--- config.mk ---
export PLATFORM = sky130hd
export DESIGN_NAME = timer_counter
export DESIGN_NICKNAME = d
export VERILOG_FILES = /design/src/rtl/timer_counter.sv
export SDC_FILE = /design/constraint.sdc
export NUM_CORES = 1
export LEC_CHECK = 0
export ABC_AREA = 1
export BUFFER_PORTS_ARGS = -buffer_cell sky130_fd_sc_hd__clkbuf_2
export CAP_MARGIN = 20
export CORE_UTILIZATION = 25
export CTS_BUF_LIST = sky130_fd_sc_hd__clkbuf_4
export CTS_CLUSTER_SIZE = 14
export DETAILED_ROUTE_END_ITERATION = 10
export MAX_ROUTING_LAYER = met4
export PLACE_DENSITY = 0.47
export SETUP_SLACK_MARGIN = 0.4
export SLEW_MARGIN = 15
export SYNTH_ARGS = -nofsm -noshare
export SYNTH_HDL_FRONTEND = slang
export SYNTH_SLANG_ARGS = --single-unit
--- constraint.sdc ---
create_clock -name Clk -period 2.9 [get_ports Clk]
set_input_delay 0.435 -clock Clk [delete_from_list [all_inputs] [get_ports Clk]]
set_output_delay 0.435 -clock Clk [all_outputs]
set_load 0.01 [all_outputs]
--- src/rtl/timer_counter.sv ---
// Programmable down-counting interval timer on the processor bridge: one-shot or periodic IRQ.
// Latency: En write -> LOAD next cycle, expiry P+3 cycles later; register reads are combinational; no backpressure.
module timer_counter #(
    parameter int WIDTH = 32
) (
    input  logic        Clk,
    input  logic        Rst,
    input  logic [1:0]  Addr,
    input  logic        WE,
    input  logic [31:0] WData,
    output logic [31:0] RData,
    output logic        IRQ
);

    typedef enum logic [1:0] {
        IDLE = 2'd0,
        LOAD = 2'd1,
        CNT  = 2'd2,
        INT  = 2'd3
    } stateT;

    localparam logic [WIDTH-1:0] ONE = WIDTH'(1);

    stateT            state;
    stateT            stateNext;
    logic [3:0]       ctrl;
    logic [WIDTH-1:0] preset;
    logic [WIDTH-1:0] count;
    logic             irqFlag;

    logic ctrlWr;
    logic presetWr;
    logic enEff;
    logic periodic;

    assign ctrlWr   = WE && (Addr == 2'd0);
    assign presetWr = WE && (Addr == 2'd1);
    // The FSM reacts to an En write in the same cycle it is written.
    assign enEff    = ctrlWr ? WData[0] : ctrl[0];
    assign periodic = (ctrl[2:1] == 2'b01);

    always_comb begin
        stateNext = state;
        case (state)
            IDLE: if (enEff) stateNext = LOAD;
            LOAD: stateNext = CNT;
            CNT: begin
                if (!enEff)
                    stateNext = IDLE;
                else if (count == '0)
                    stateNext = INT;
            end
            INT:     stateNext = periodic ? LOAD : IDLE;
            default: stateNext = IDLE;
        endcase
    end

    always_ff @(posedge Clk or posedge Rst) begin
        if (Rst) begin
            state   <= IDLE;
            ctrl    <= '0;
            preset  <= '0;
            count   <= '0;
            irqFlag <= 1'b0;
        end else begin
            state <= stateNext;

            // Software En write wins over the one-shot hardware clear.
            if (ctrlWr)
                ctrl <= WData[3:0];
            else if (state == INT && !periodic)
                ctrl[0] <= 1'b0;

            if (presetWr)
                preset <= WData[WIDTH-1:0];

            // Hardware set of the flag wins over the software clear.
            if (state == INT && !periodic)
                irqFlag <= 1'b1;
            else if (ctrlWr || presetWr)
                irqFlag <= 1'b0;

            if (state == LOAD)
                count <= preset;
            else if (state == CNT && enEff && count != '0)
                count <= count - ONE;
        end
    end

    always_comb begin
        RData = '0;
        case (Addr)
            2'd0:    RData = {28'b0, ctrl};
            2'd1:    RData = 32'(preset);
            2'd2:    RData = 32'(count);
            default: RData = '0;
        endcase
    end

    assign IRQ = ctrl[3] & ((!periodic & irqFlag) | (periodic & (state == INT)));

endmodule

[After elaboration in Yosys (flattened, before gate mapping)]
Cells that the tools add are included.
Word-level totals
  input port bits: 37
  output and inout bits: 33
  bits in registers: 71
Cells by class
  muxes and demuxes: 13
  equality and inequality tests: 8
  bitwise operators: 4
  reduce and logical (&&, ||, !) cells: 15
  $add $sub $neg: 1
Operator list (count)
  32-bit case mux with 3 select lines: 1
  32-bit 2-to-1 mux: 2
  32-bit zero test: 1
  32-bit nonzero test: 1
  32-bit by 1-bit subtractor with 32-bit output (second input constant): 1
  2-bit case mux with 4 select lines: 1
  2-bit by 1-bit == test with 1-bit output (second input constant): 3
  2-bit == test (second input constant): 3
  1-bit 2-to-1 mux: 6
  2-bit 2-to-1 mux: 3
  2-bit nonzero test: 3
  1-bit logical AND: 5
  2-bit zero test: 2
  1-bit AND: 3
  3-bit inequality test (second input constant): 1
  2-bit inequality test (second input constant): 1
  2-bit AND reduction: 1
  1-bit zero test: 1
  1-bit logical OR: 1
  1-bit OR: 1

[Longest topological paths before layout]
Gate-level depths: netlist (run 1).
  depth after elaboration: 7
  mapped depth: 11

[Worst setup path after synthesis (run 1)]
OpenSTA, ideal clock, no wires.
  path type: in2out
  from: input Addr[0]
  to: output RData[13]
  slack: 1.147 ns
  arrival: 1.318 ns
  required time: 2.465 ns
  cell stages on the path: 5
  cell sequence: inv_1 nor2_2 clkinv_1 clkbuf_1 o22ai_1
Between the ends
  longest elaborated chain between the ends: 2
RTL lines
  from (decl): line 8  | input logic [1:0] Addr,
  2-bit == test, or another cell as far along: line 92  | case (Addr)
  32-bit case mux with 3 select lines (*): line 92
  to (decl): line 11  | output logic [31:0] RData,
Every way passes the cells marked *; elsewhere a longest branch is shown, timed or not.

[Final worst setup path (run 1)]
  from: input Addr[0]
  to: output RData[8]
Same word-level chain as after synthesis.

==> impl_metrics.json, run 1 <==
{
  "status": "complete, no violations",
  "clk_root_buffer_cell": "sky130_fd_sc_hd__clkbuf_4",
  "number_of_sinks_handled_by_clock_tree_synthesis": 71,
  "num_io_pins": 70,
  "vias_per_cell": 4.58,
  "final.setup.tns_ns": 0,
  "grt_setup_unrepaired": "no",
  "cts_tree": "done",
  "worstSkewPairLatency_ns": 0.47,
  "die_area_sq_um": 17700,
  "total_power_of_the_final_layout_w": 0.00451,
  "reg2reg_setup_slack_ns": 0.89,
  "finalNetCount": 727,
  "setup.worst_path.start_class": "input pin",
  "final_layout_size_suffix_gt1_frac": 0.186,
  "hp-class": "in -> async",
  "layout.cells.most_common_list": "165 x sky130_fd_sc_hd__nand2_1, 89 x sky130_fd_sc_hd__nor2_1, 73 x sky130_fd_sc_hd__inv_1",
  "crit_path_cell_trace": "clkbuf_2 > inv_1 > nor2_2 > clkinv_1 > buf_4 > o22ai_1 > clkbuf_2",
  "dr_total_vias": 4192,
  "crit_slowest_cell": "sky130_fd_sc_hd__buf_4",
  "cts_max_path_buffers": 2,
  "synth_seq_cells": 71,
  "post-route-period-util": 0.741,
  "grt_remaining_overflow": 0,
  "synth_area_sq_um": 4300,
  "fmax_ghz": 0.466,
  "grt_max_degree": 41,
  "setup.worst_path.class": "in -> out",
  "final.min_clock_period_ns": 2.15,
  "yosysSeqAreaShare": 0.414,
  "via_count_of_the_first_global_routing_pass": 4182,
  "synth.yosys.warnings": 0,
  "final_common_cell": "sky130_fd_sc_hd__nand2_1",
  "place.gp.congestion": 0.907,
  "h-tree-depth": 3,
  "numCtsBuffers": 9,
  "critical-path-max-stage-delay_ns": 0.32,
  "hold_buffers": 0,
  "tightest_slew_ns": 0.758,
  "grt_use_total": 0.163,
  "timing.critical_path.arrival_ns": 1.71,
  "cts.repair_timing.setup_buffer_count": 0,
  "total_leakage_power_nw": 2.52,
  "post_cts_resized": 0,
  "ir_drop_v": 0.000317,
  "syn_area_per_cell_sq_um": 6.96,
  "estimated_wirelength_of_the_detail_placed_design_um": 9790,
  "cellPowerDensity_nw_per_um2": 888,
  "timing.final.hold_violations": 0,
  "die_span_in_x_um": 133,
  "port_buffer_count": 69,
  "postRouteAntennaNets": 0,
  "clk_pin_slew_ns": 0.12,
  "area.sequential_sq_um": 1780,
  "critical_path.most_common_cell": "sky130_fd_sc_hd__clkbuf_2",
  "mappedNetlistNets": 655,
  "post_synth_cell_types": 31,
  "routed_wire_length_per_instance_um": 14.3,
  "combined_area_of_the_multi_input_logic_cells_sq_um": 2130,
  "drt_first_pass_iters": 5,
  "start_util": 0.257,
  "drt_iter0_markers": 244,
  "report.final.slew_viol_count": 0,
  "netlist_instances": 617,
  "total_of_max_cap_violations": 0,
  "grt_antenna_before_repair": 1,
  "relative_max_transition_margin": 0.494,
  "layout_filler_cell_count": 1913,
  "worst_setup_path_end_kind": "output pin",
  "totalWireLength_um": 13100,
  "fp-row-count": 47,
  "coreArea_sq_um": 16700,
  "wire_length_of_the_first_global_routing_pass_um": 21700,
  "worst_clock_skew_ns": 0.0317,
  "route.detailed.drc": 0,
  "critical_path_required_ns": 2.47,
  "critical_path.max_fanout": 12,
  "layout_area_growth_over_synthesis_pct": 18.1,
  "chipHeight_um": 133,
  "setup_viol": 0
}
==> routing by layer <==
metal | track usage | wire length [um] | vias up | part of all wire
li1 | - | - | 2133 | -
met1 | 0.215 | 6400 | 1952 | 0.49
met3 | 0.0270 | 477 | 17 | 0.036
met4 | 0.0518 | 233 | 0 | 0.018
met5 | - | 0 | - | 0
met2 | 0.254 | 6000 | 90 | 0.46
==> state kept, by name, indices dropped and copies added, names as in the netlist <==
signal and flops:
preset 32, irqFlag 1, ctrl 4, count 32, state 2
==> worst max-delay path, delay by kind of cell <==
kind | cells | cell delay (ns)
compound gates | 1 | 0.16
buf+inv | 5 | 0.98
simple gates | 1 | 0.12
==> synthesized netlist by cell type <==
cell type	n	share of area
sky130_fd_sc_hd__nand2_1	166	0.15
sky130_fd_sc_hd__nor2_1	89	0.078
sky130_fd_sc_hd__inv_1	74	0.065
sky130_fd_sc_hd__dfrtp_1	71	0.41
sky130_fd_sc_hd__nand3_1	60	0.070
sky130_fd_sc_hd__o21ai_0	33	0.038
sky130_fd_sc_hd__a21oi_1	29	0.034
sky130_fd_sc_hd__o22ai_1	15	0.022
sky130_fd_sc_hd__clkbuf_1	13	0.011
sky130_fd_sc_hd__mux2_2	12	0.031
sky130_fd_sc_hd__o21ai_1	8	0.0093
sky130_fd_sc_hd__nor2_2	7	0.010
sky130_fd_sc_hd__xor2_1	7	0.014
sky130_fd_sc_hd__buf_2	4	0.0047
sky130_fd_sc_hd__nand4_1	4	0.0058
sky130_fd_sc_hd__nor3_1	4	0.0047
sky130_fd_sc_hd__nor2_4	3	0.0079
sky130_fd_sc_hd__buf_6	2	0.0052
sky130_fd_sc_hd__nand2_2	2	0.0029
sky130_fd_sc_hd__o211ai_1	2	0.0035
sky130_fd_sc_hd__o221ai_1	2	0.0041
sky130_fd_sc_hd__a21boi_0	1	0.0017
sky130_fd_sc_hd__a31o_2	1	0.0020
sky130_fd_sc_hd__buf_4	1	0.0017
sky130_fd_sc_hd__clkinv_1	1	0.00087
sky130_fd_sc_hd__clkinv_2	1	0.0012
sky130_fd_sc_hd__ha_1	1	0.0029
sky130_fd_sc_hd__inv_2	1	0.00087
sky130_fd_sc_hd__nand2_4	1	0.0026
sky130_fd_sc_hd__o21ai_2	1	0.0020
sky130_fd_sc_hd__o21ai_4	1	0.0038
==> cell type report <==
type | count | area share
Timing Repair Buffer | 81 | 0.0858
Sequential cell | 71 | 0.350
Inverter | 77 | 0.0572
Clock inverter | 7 | 0.0187
Tap cell | 220 | 0.0542
Clock buffer | 9 | 0.0133
Antenna cell | 1 | 0.000493
Multi-Input combinational cell | 449 | 0.420
==> through the flow <==
step,hold WS (ns),util,instances,worst slack [ns],area [sq um]
CTS,0.0260,0.304,914,0.722,5070
finish,0.0441,0.304,915,0.752,5080
detailed placement,0.477,0.294,898,0.725,4910
global placement,0.471,0.294,898,0.792,4910
floorplan,0.453,-,617,0.668,4300
global route,0.0705,0.304,915,0.618,5080
==> power by group <==
group	switching, W	internal [W]
sequential	0.000339	0.00131
combinational	0.00140	0.000714
clock	0.000389	0.000350
==> cell families after synthesis <==
kind of cell	synth area share
AO/OA/AOI/OAI	0.121
XOR/XNOR	0.0143
adder cells (fa/ha/maj)	0.00291
buffers and inverters	0.0906
flip-flops	0.414
multiplexers	0.0315
AND/OR/NAND/NOR	0.327
==> final timing paths <==
check	cells after the start	from	endpoint
setup reg to reg	9	count[0]$_DFFE_PP0P_	count[22]$_DFFE_PP0P_
setup / recovery	7	Addr[0]	RData[8]
hold / removal	3	Rst	preset[22]$_DFFE_PP0P_
max in group asynchronous	3	Rst	preset[15]$_DFFE_PP0P_
hold reg to reg	2	preset[2]$_DFFE_PP0P_	preset[2]$_DFFE_PP0P_
min in group Clk	2	WData[22]	preset[22]$_DFFE_PP0P_
Power figures use the tool's default switching activity.
==> run 2: changes to the inputs <==
--- a/config.mk
+++ b/config.mk
@@ -13,7 +13,7 @@
 export CTS_CLUSTER_SIZE = 14
 export DETAILED_ROUTE_END_ITERATION = 10
 export MAX_ROUTING_LAYER = met4
-export PLACE_DENSITY = 0.47
+export PLACE_DENSITY = 0.48
 export SETUP_SLACK_MARGIN = 0.4
 export SLEW_MARGIN = 15
 export SYNTH_ARGS = -nofsm -noshare
==> constraint.sdc (replaced) <==
create_clock -name Clk -period 1.95 [get_ports Clk]
set_input_delay 0.2925 -clock Clk [delete_from_list [all_inputs] [get_ports Clk]]
set_output_delay 0.2925 -clock Clk [all_outputs]
set_load 0.01 [all_outputs]
==> run 2 against run 1 <==
Compared with the run above:
- power rose by 120%
- critical path depth is 2 higher
- sequential share of layout area down 9.1 points
- wire length increased by 16%
- hold slack improved by 0.0040 ns
- clock power increased by 10%
- sequential cell count unchanged
- combinational power increased to 3.1 times the previous value
- critical path type is now reg -> reg
==> impl_metrics.json, run 2 (synthesized netlist as in run 1, its figures left out) <==
{
  "layout.cells.most_common_list": "135 x sky130_fd_sc_hd__nand2_1, 90 x sky130_fd_sc_hd__buf_4, 57 x sky130_fd_sc_hd__nor2_1",
  "cellPowerDensity_nw_per_um2": 1410,
  "count_of_cells_along_the_worst_register_to_register_path": 9,
  "min_delay_path_depth": 2,
  "final_util": 0.416,
  "grt_use_total": 0.181,
  "wire_length_of_the_first_global_routing_pass_um": 24000,
  "h-tree-depth": 3,
  "layout_filler_cell_count": 1758,
  "critical_path_required_ns": 2.31,
  "total_of_max_cap_violations": 0,
  "layout_area_growth_over_synthesis_pct": 61.7,
  "route.detailed.drc": 0,
  "num_io_pins": 70,
  "final_common_cell": "sky130_fd_sc_hd__nand2_1",
  "timing.final.hold_violations": 0,
  "report.final.slew_viol_count": 0,
  "clk_root_buffer_cell": "sky130_fd_sc_hd__clkbuf_4",
  "place.gp.congestion": 0.894,
  "start_util": 0.257,
  "setup.worst_path.class": "reg -> reg",
  "cts_tree": "done",
  "finalNetCount": 846,
  "routed_wire_length_per_instance_um": 14.7,
  "final_layout_size_suffix_gt1_frac": 0.548,
  "via_count_of_the_first_global_routing_pass": 4697,
  "number_of_sinks_handled_by_clock_tree_synthesis": 71,
  "die_area_sq_um": 17700,
  "grt_setup_unrepaired": "yes",
  "hold_path_end": "preset[19]$_DFFE_PP0P_",
  "place_worst_setup_slack_ns": 0.219,
  "numCtsBuffers": 9,
  "timing.critical_path.arrival_ns": 2.10,
  "status": "complete, no violations",
  "fmax_ghz": 0.573,
  "wire_length_on_met2_um": 7260,
  "coreArea_sq_um": 16700,
  "cts_max_path_buffers": 2,
  "reg_top3": "count (32), preset (32), ctrl (4)",
  "postRouteAntennaNets": 0,
  "drt_iter0_markers": 236,
  "setup_viol": 0,
  "reg2reg_setup_slack_ns": 0.21,
  "drt_first_pass_iters": 4,
  "holdCritStartpoint": "WData[19]",
  "highest_layer": "met4",
  "estimated_wirelength_of_the_detail_placed_design_um": 10200,
  "grt_remaining_overflow": 0,
  "dpl.cell_count": 922,
  "worstSkewPairLatency_ns": 0.46,
  "dr_wl_met3_um": 551,
  "grt_antenna_before_repair": 1,
  "tightest_slew_ns": 0.407,
  "worst_setup_path_end_kind": "flip-flop",
  "layout.cells.non_filler": 1033,
  "relative_max_transition_margin": 0.728,
  "worst_clock_skew_ns": 0.0158,
  "fin_ws_ns": 0.205,
  "post-route-period-util": 0.895,
  "vias_per_cell": 4.56,
  "port_buffer_count": 69,
  "setup.worst_path.start_class": "flip-flop",
  "worst_r2r_startpoint": "count[19]$_DFFE_PP0P_",
  "dr_total_vias": 4715,
  "total_leakage_power_nw": 3.37,
  "timing.rr.end": "count[5]$_DFFE_PP0P_",
  "ir_drop_v": 0.000446,
  "totalWireLength_um": 15200,
  "hp-class": "in -> reg",
  "critical_path.max_fanout": 6,
  "routedLengthMet1_um": 7120,
  "die_span_in_x_um": 133,
  "chipHeight_um": 133,
  "fp-row-count": 47,
  "final.setup.tns_ns": 0,
  "clk_pin_slew_ns": 0.12,
  "final.min_clock_period_ns": 1.74,
  "grt_max_degree": 72
}
run 2: cell type report:
| type | instances | area (sq um) | area share |
|---|---|---|---|
| inverters | 77 | 323 | 0.0465 |
| repair buffers | 200 | 1540 | 0.221 |
| clock inverters | 5 | 26.3 | 0.00378 |
| flip-flops and latches | 71 | 1800 | 0.259 |
| multi-input cells | 449 | 2910 | 0.419 |
| diodes | 1 | 2.50 | 0.000360 |
| clock buffers | 10 | 75.1 | 0.0108 |
| well taps | 220 | 275 | 0.0396 |
run 2: worst max path at each step:
stage                          startpoint                     to  slack, ns  cells after the start
floorplan            count[8]$_DFFE_PP0P_   count[4]$_DFFE_PP0P_       0.41                      9
CTS                   ctrl[2]$_DFFE_PP0P_                    IRQ       0.19                      6
finish              count[19]$_DFFE_PP0P_   count[5]$_DFFE_PP0P_       0.21                      9
detailed placement   count[3]$_DFFE_PP0P_  count[31]$_DFFE_PP0P_       0.22                      7
global route        count[10]$_DFFE_PP0P_   count[4]$_DFFE_PP0P_       0.13                      9
global placement     count[5]$_DFFE_PP0P_  count[31]$_DFFE_PP0P_       0.21                      7
run 2: worst max-delay path, cell delays in order, from the launching register on:
cell	delay, ns
sky130_fd_sc_hd__dfrtp_1	0.45
sky130_fd_sc_hd__nor2_2	0.15
sky130_fd_sc_hd__nand2_2	0.10
sky130_fd_sc_hd__nor2_4	0.14
sky130_fd_sc_hd__nand2_2	0.10
sky130_fd_sc_hd__o21ai_4	0.25
sky130_fd_sc_hd__nand2_4	0.14
sky130_fd_sc_hd__buf_8	0.18
sky130_fd_sc_hd__o21ai_2	0.06
sky130_fd_sc_hd__nand2_1	0.07
run 2: report_power, final:
part | internal [W] | leakage [nW] | total (W) | switching, W
sequential | 0.00199 | 0.826 | 0.00252 | 0.000536
combinational | 0.00301 | 2.49 | 0.00647 | 0.00346
clock | 0.000258 | 0.0595 | 0.000814 | 0.000556
total | 0.00525 | 3.37 | 0.00980 | 0.00455
run 2: routing by layer:
metal | vias to the layer above | GRT usage
li1 | 2372 | -
met1 | 2239 | 0.237
met2 | 87 | 0.281
met3 | 17 | 0.0285
met4 | 0 | 0.0669
met5 | - | -
run 2: what timing repair did:
item,in CTS,in global routing
hold buffers,1,0
resized for setup,204,133
cloned,4,0
pin swaps,59,29
hold endpoints to repair,71,0
setup buffers,60,30
endpoints found under the setup margin,66,66
run 2: stage by stage:
stage / power (W) / hold slack, ns / cell area (sq um)
4_1_cts: 0.00871 / 0.0124 / 6340
6_report: 0.00980 / 0.0481 / 6950
5_1_grt: 0.0105 / 0.0235 / 6950
3_3_place_gp: 0.00607 / 0.431 / 5140
3_5_place_dp: 0.00607 / 0.429 / 5140
2_1_floorplan: 0.00478 / 0.434 / 4320
==> run 3: changes to the inputs <==
--- a/config.mk
+++ b/config.mk
@@ -6,14 +6,15 @@
 export NUM_CORES = 1
 export LEC_CHECK = 0
 export ABC_AREA = 1
+export ABC_CLOCK_PERIOD_IN_PS = 1950
 export BUFFER_PORTS_ARGS = -buffer_cell sky130_fd_sc_hd__clkbuf_2
 export CAP_MARGIN = 20
-export CORE_UTILIZATION = 25
+export CORE_UTILIZATION = 39
 export CTS_BUF_LIST = sky130_fd_sc_hd__clkbuf_4
 export CTS_CLUSTER_SIZE = 14
 export DETAILED_ROUTE_END_ITERATION = 10
 export MAX_ROUTING_LAYER = met4
-export PLACE_DENSITY = 0.48
+export PLACE_DENSITY = 0.66
 export SETUP_SLACK_MARGIN = 0.4
 export SLEW_MARGIN = 15
 export SYNTH_ARGS = -nofsm -noshare
==> run 3 against run 2 <==
Compared with the run above:
- register-to-register slack lost 0.05 ns
- first-iteration DRC count up 85%
- sequential share of layout area up 2.6 points
- maximum frequency fell by 2.9%
- die area fell by 35%
- clock skew rose by 0.0048 ns
- largest power group unchanged
==> impl_metrics.json, run 3 (synthesized netlist as in run 1, its figures left out) <==
{
  "status": "complete, no violations",
  "port_buffer_count": 69,
  "routed_wire_length_per_instance_um": 15.9,
  "count_of_cells_along_the_worst_register_to_register_path": 9,
  "h-tree-depth": 3,
  "fp-row-count": 37,
  "clk_root_buffer_cell": "sky130_fd_sc_hd__clkbuf_4",
  "ir_drop_v": 0.000675,
  "timing.rr.end": "count[4]$_DFFE_PP0P_",
  "crit_path_cell_trace": "nor2_2 > nand2_2 > nor2_4 > nand2_2 > o21ai_4 > nand2_4 > buf_6 > o21ai_2 > nand2_1",
  "final_layout_size_suffix_gt1_frac": 0.467,
  "setup_viol": 0,
  "coreArea_sq_um": 10500,
  "cellPowerDensity_nw_per_um2": 1490,
  "drt_iter0_markers": 436,
  "estimated_wirelength_of_the_detail_placed_design_um": 9240,
  "grt_use_total": 0.246,
  "finalNetCount": 806,
  "start_util": 0.409,
  "die_area_sq_um": 11400,
  "cts_max_path_buffers": 2,
  "timing.final.hold_violations": 0,
  "timing.critical_path.arrival_ns": 2.13,
  "via_count_of_the_first_global_routing_pass": 4443,
  "tightest_slew_ns": 0.678,
  "postRouteAntennaNets": 0,
  "layout_area_growth_over_synthesis_pct": 47.0,
  "final.min_clock_period_ns": 1.80,
  "final_util": 0.601,
  "route.detailed.drc": 0,
  "setup.worst_path.start_class": "flip-flop",
  "critical_path.most_common_cell": "sky130_fd_sc_hd__nand2_2",
  "number_of_sinks_handled_by_clock_tree_synthesis": 71,
  "antenna-diode-count": 0,
  "critical-path-max-stage-delay_ns": 0.47,
  "worst_setup_path_end_kind": "flip-flop",
  "chipHeight_um": 107,
  "grt_remaining_overflow": 0,
  "min_delay_path_depth": 2,
  "place.gp.congestion": 0.979,
  "num_io_pins": 70,
  "cts_tree": "done",
  "report.final.slew_viol_count": 0,
  "vias_per_cell": 5.32,
  "drt_first_pass_iters": 5,
  "holdCritStartpoint": "WData[20]",
  "critical_path.max_fanout": 6,
  "grt_antenna_before_repair": 0,
  "fmax_ghz": 0.556,
  "die_span_in_x_um": 107,
  "hp-class": "in -> reg",
  "worstSkewPairLatency_ns": 0.45,
  "crit_slowest_cell": "sky130_fd_sc_hd__dfrtp_1",
  "numCtsBuffers": 9,
  "clk_pin_slew_ns": 0.13,
  "wire_length_of_the_first_global_routing_pass_um": 21300,
  "final.setup.tns_ns": 0,
  "reg2reg_setup_slack_ns": 0.15,
  "total_of_max_cap_violations": 0,
  "setup.worst_path.class": "reg -> reg",
  "final_common_cell": "sky130_fd_sc_hd__nand2_1",
  "post-route-period-util": 0.922,
  "critical_path_required_ns": 2.28,
  "grt_max_degree": 39,
  "totalWireLength_um": 14500,
  "relative_max_transition_margin": 0.547,
  "total_leakage_power_nw": 3.09,
  "hold_path_end": "preset[20]$_DFFE_PP0P_",
  "reg_top3": "count (32), preset (32), ctrl (4)",
  "grt_setup_unrepaired": "yes",
  "worst_r2r_startpoint": "count[18]$_DFFE_PP0P_",
  "dr_total_vias": 4840,
  "worst_clock_skew_ns": 0.0205,
  "layout.cells.most_common_list": "146 x sky130_fd_sc_hd__nand2_1, 60 x sky130_fd_sc_hd__buf_4, 59 x sky130_fd_sc_hd__nor2_1"
}
==> run 3: layout make-up <==
cell class	count	area, sq um
Sequential cell	71	1800
Tap cell	136	170
Multi-Input combinational cell	449	2630
Clock inverter	4	93.8
Clock buffer	12	90.1
Timing Repair Buffer	160	1200
Fill cell	883	4190
Inverter	77	328
==> run 3: repair_timing <==
action	4_1_cts	5_1_grt
hold endpoints to repair	26	0
endpoints found under the setup margin	64	65
hold buffers	1	0
cloned	1	1
setup buffers	32	29
gates resized for setup	98	159
pin swaps	26	35
==> run 3: worst max-delay path by stage <==
stage / endpoint / slack (ns) / start
4_1_cts: IRQ / 0.26 / ctrl[2]$_DFFE_PP0P_
6_report: count[4]$_DFFE_PP0P_ / 0.15 / count[18]$_DFFE_PP0P_
3_5_place_dp: count[29]$_DFFE_PP0P_ / 0.18 / count[5]$_DFFE_PP0P_
5_1_grt: count[4]$_DFFE_PP0P_ / 0.11 / count[18]$_DFFE_PP0P_
2_1_floorplan: count[4]$_DFFE_PP0P_ / 0.41 / count[8]$_DFFE_PP0P_
3_3_place_gp: count[29]$_DFFE_PP0P_ / 0.20 / count[5]$_DFFE_PP0P_
==> run 3: per-stage QoR <==
step | std cells | area, sq um | worst slack (ns) | hold slack, ns | power, W
after floorplan | 617 | 4320 | 0.407 | 0.434 | 0.00478
after detailed placement | 829 | 4970 | 0.180 | 0.413 | 0.00587
after global routing | 909 | 6310 | 0.110 | 0.0570 | 0.00997
after CTS | 879 | 5670 | 0.256 | 0.0598 | 0.00796
after global placement | 829 | 4970 | 0.198 | 0.407 | 0.00578
final | 909 | 6310 | 0.153 | 0.0706 | 0.00938
==> run 3: critical path, delay by kind of cell (launching register included) <==
kind | cells | cell delay, ns
buffers and inverters | 1 | 0.18
flip-flops | 1 | 0.47
AND/OR/NAND/NOR | 6 | 0.76
AO/OA/AOI/OAI | 2 | 0.28
==> run 3: power by group <==
part / switching [W] / internal, W / leakage (nW) / total [W]
sequential: 0.000597 / 0.00199 / 0.823 / 0.00259
clock: 0.000556 / 0.000690 / 0.0992 / 0.00125
combinational: 0.00309 / 0.00246 / 2.17 / 0.00555
total: 0.00425 / 0.00514 / 3.09 / 0.00938
==> run 3: layer usage <==
layer / up-vias / global-route usage / wire [um]
met5: - / - / 0
met4: 0 / 0.0978 / 389
met3: 37 / 0.0505 / 900
met2: 199 / 0.373 / 6810
met1: 2311 / 0.324 / 6390
li1: 2293 / - / -
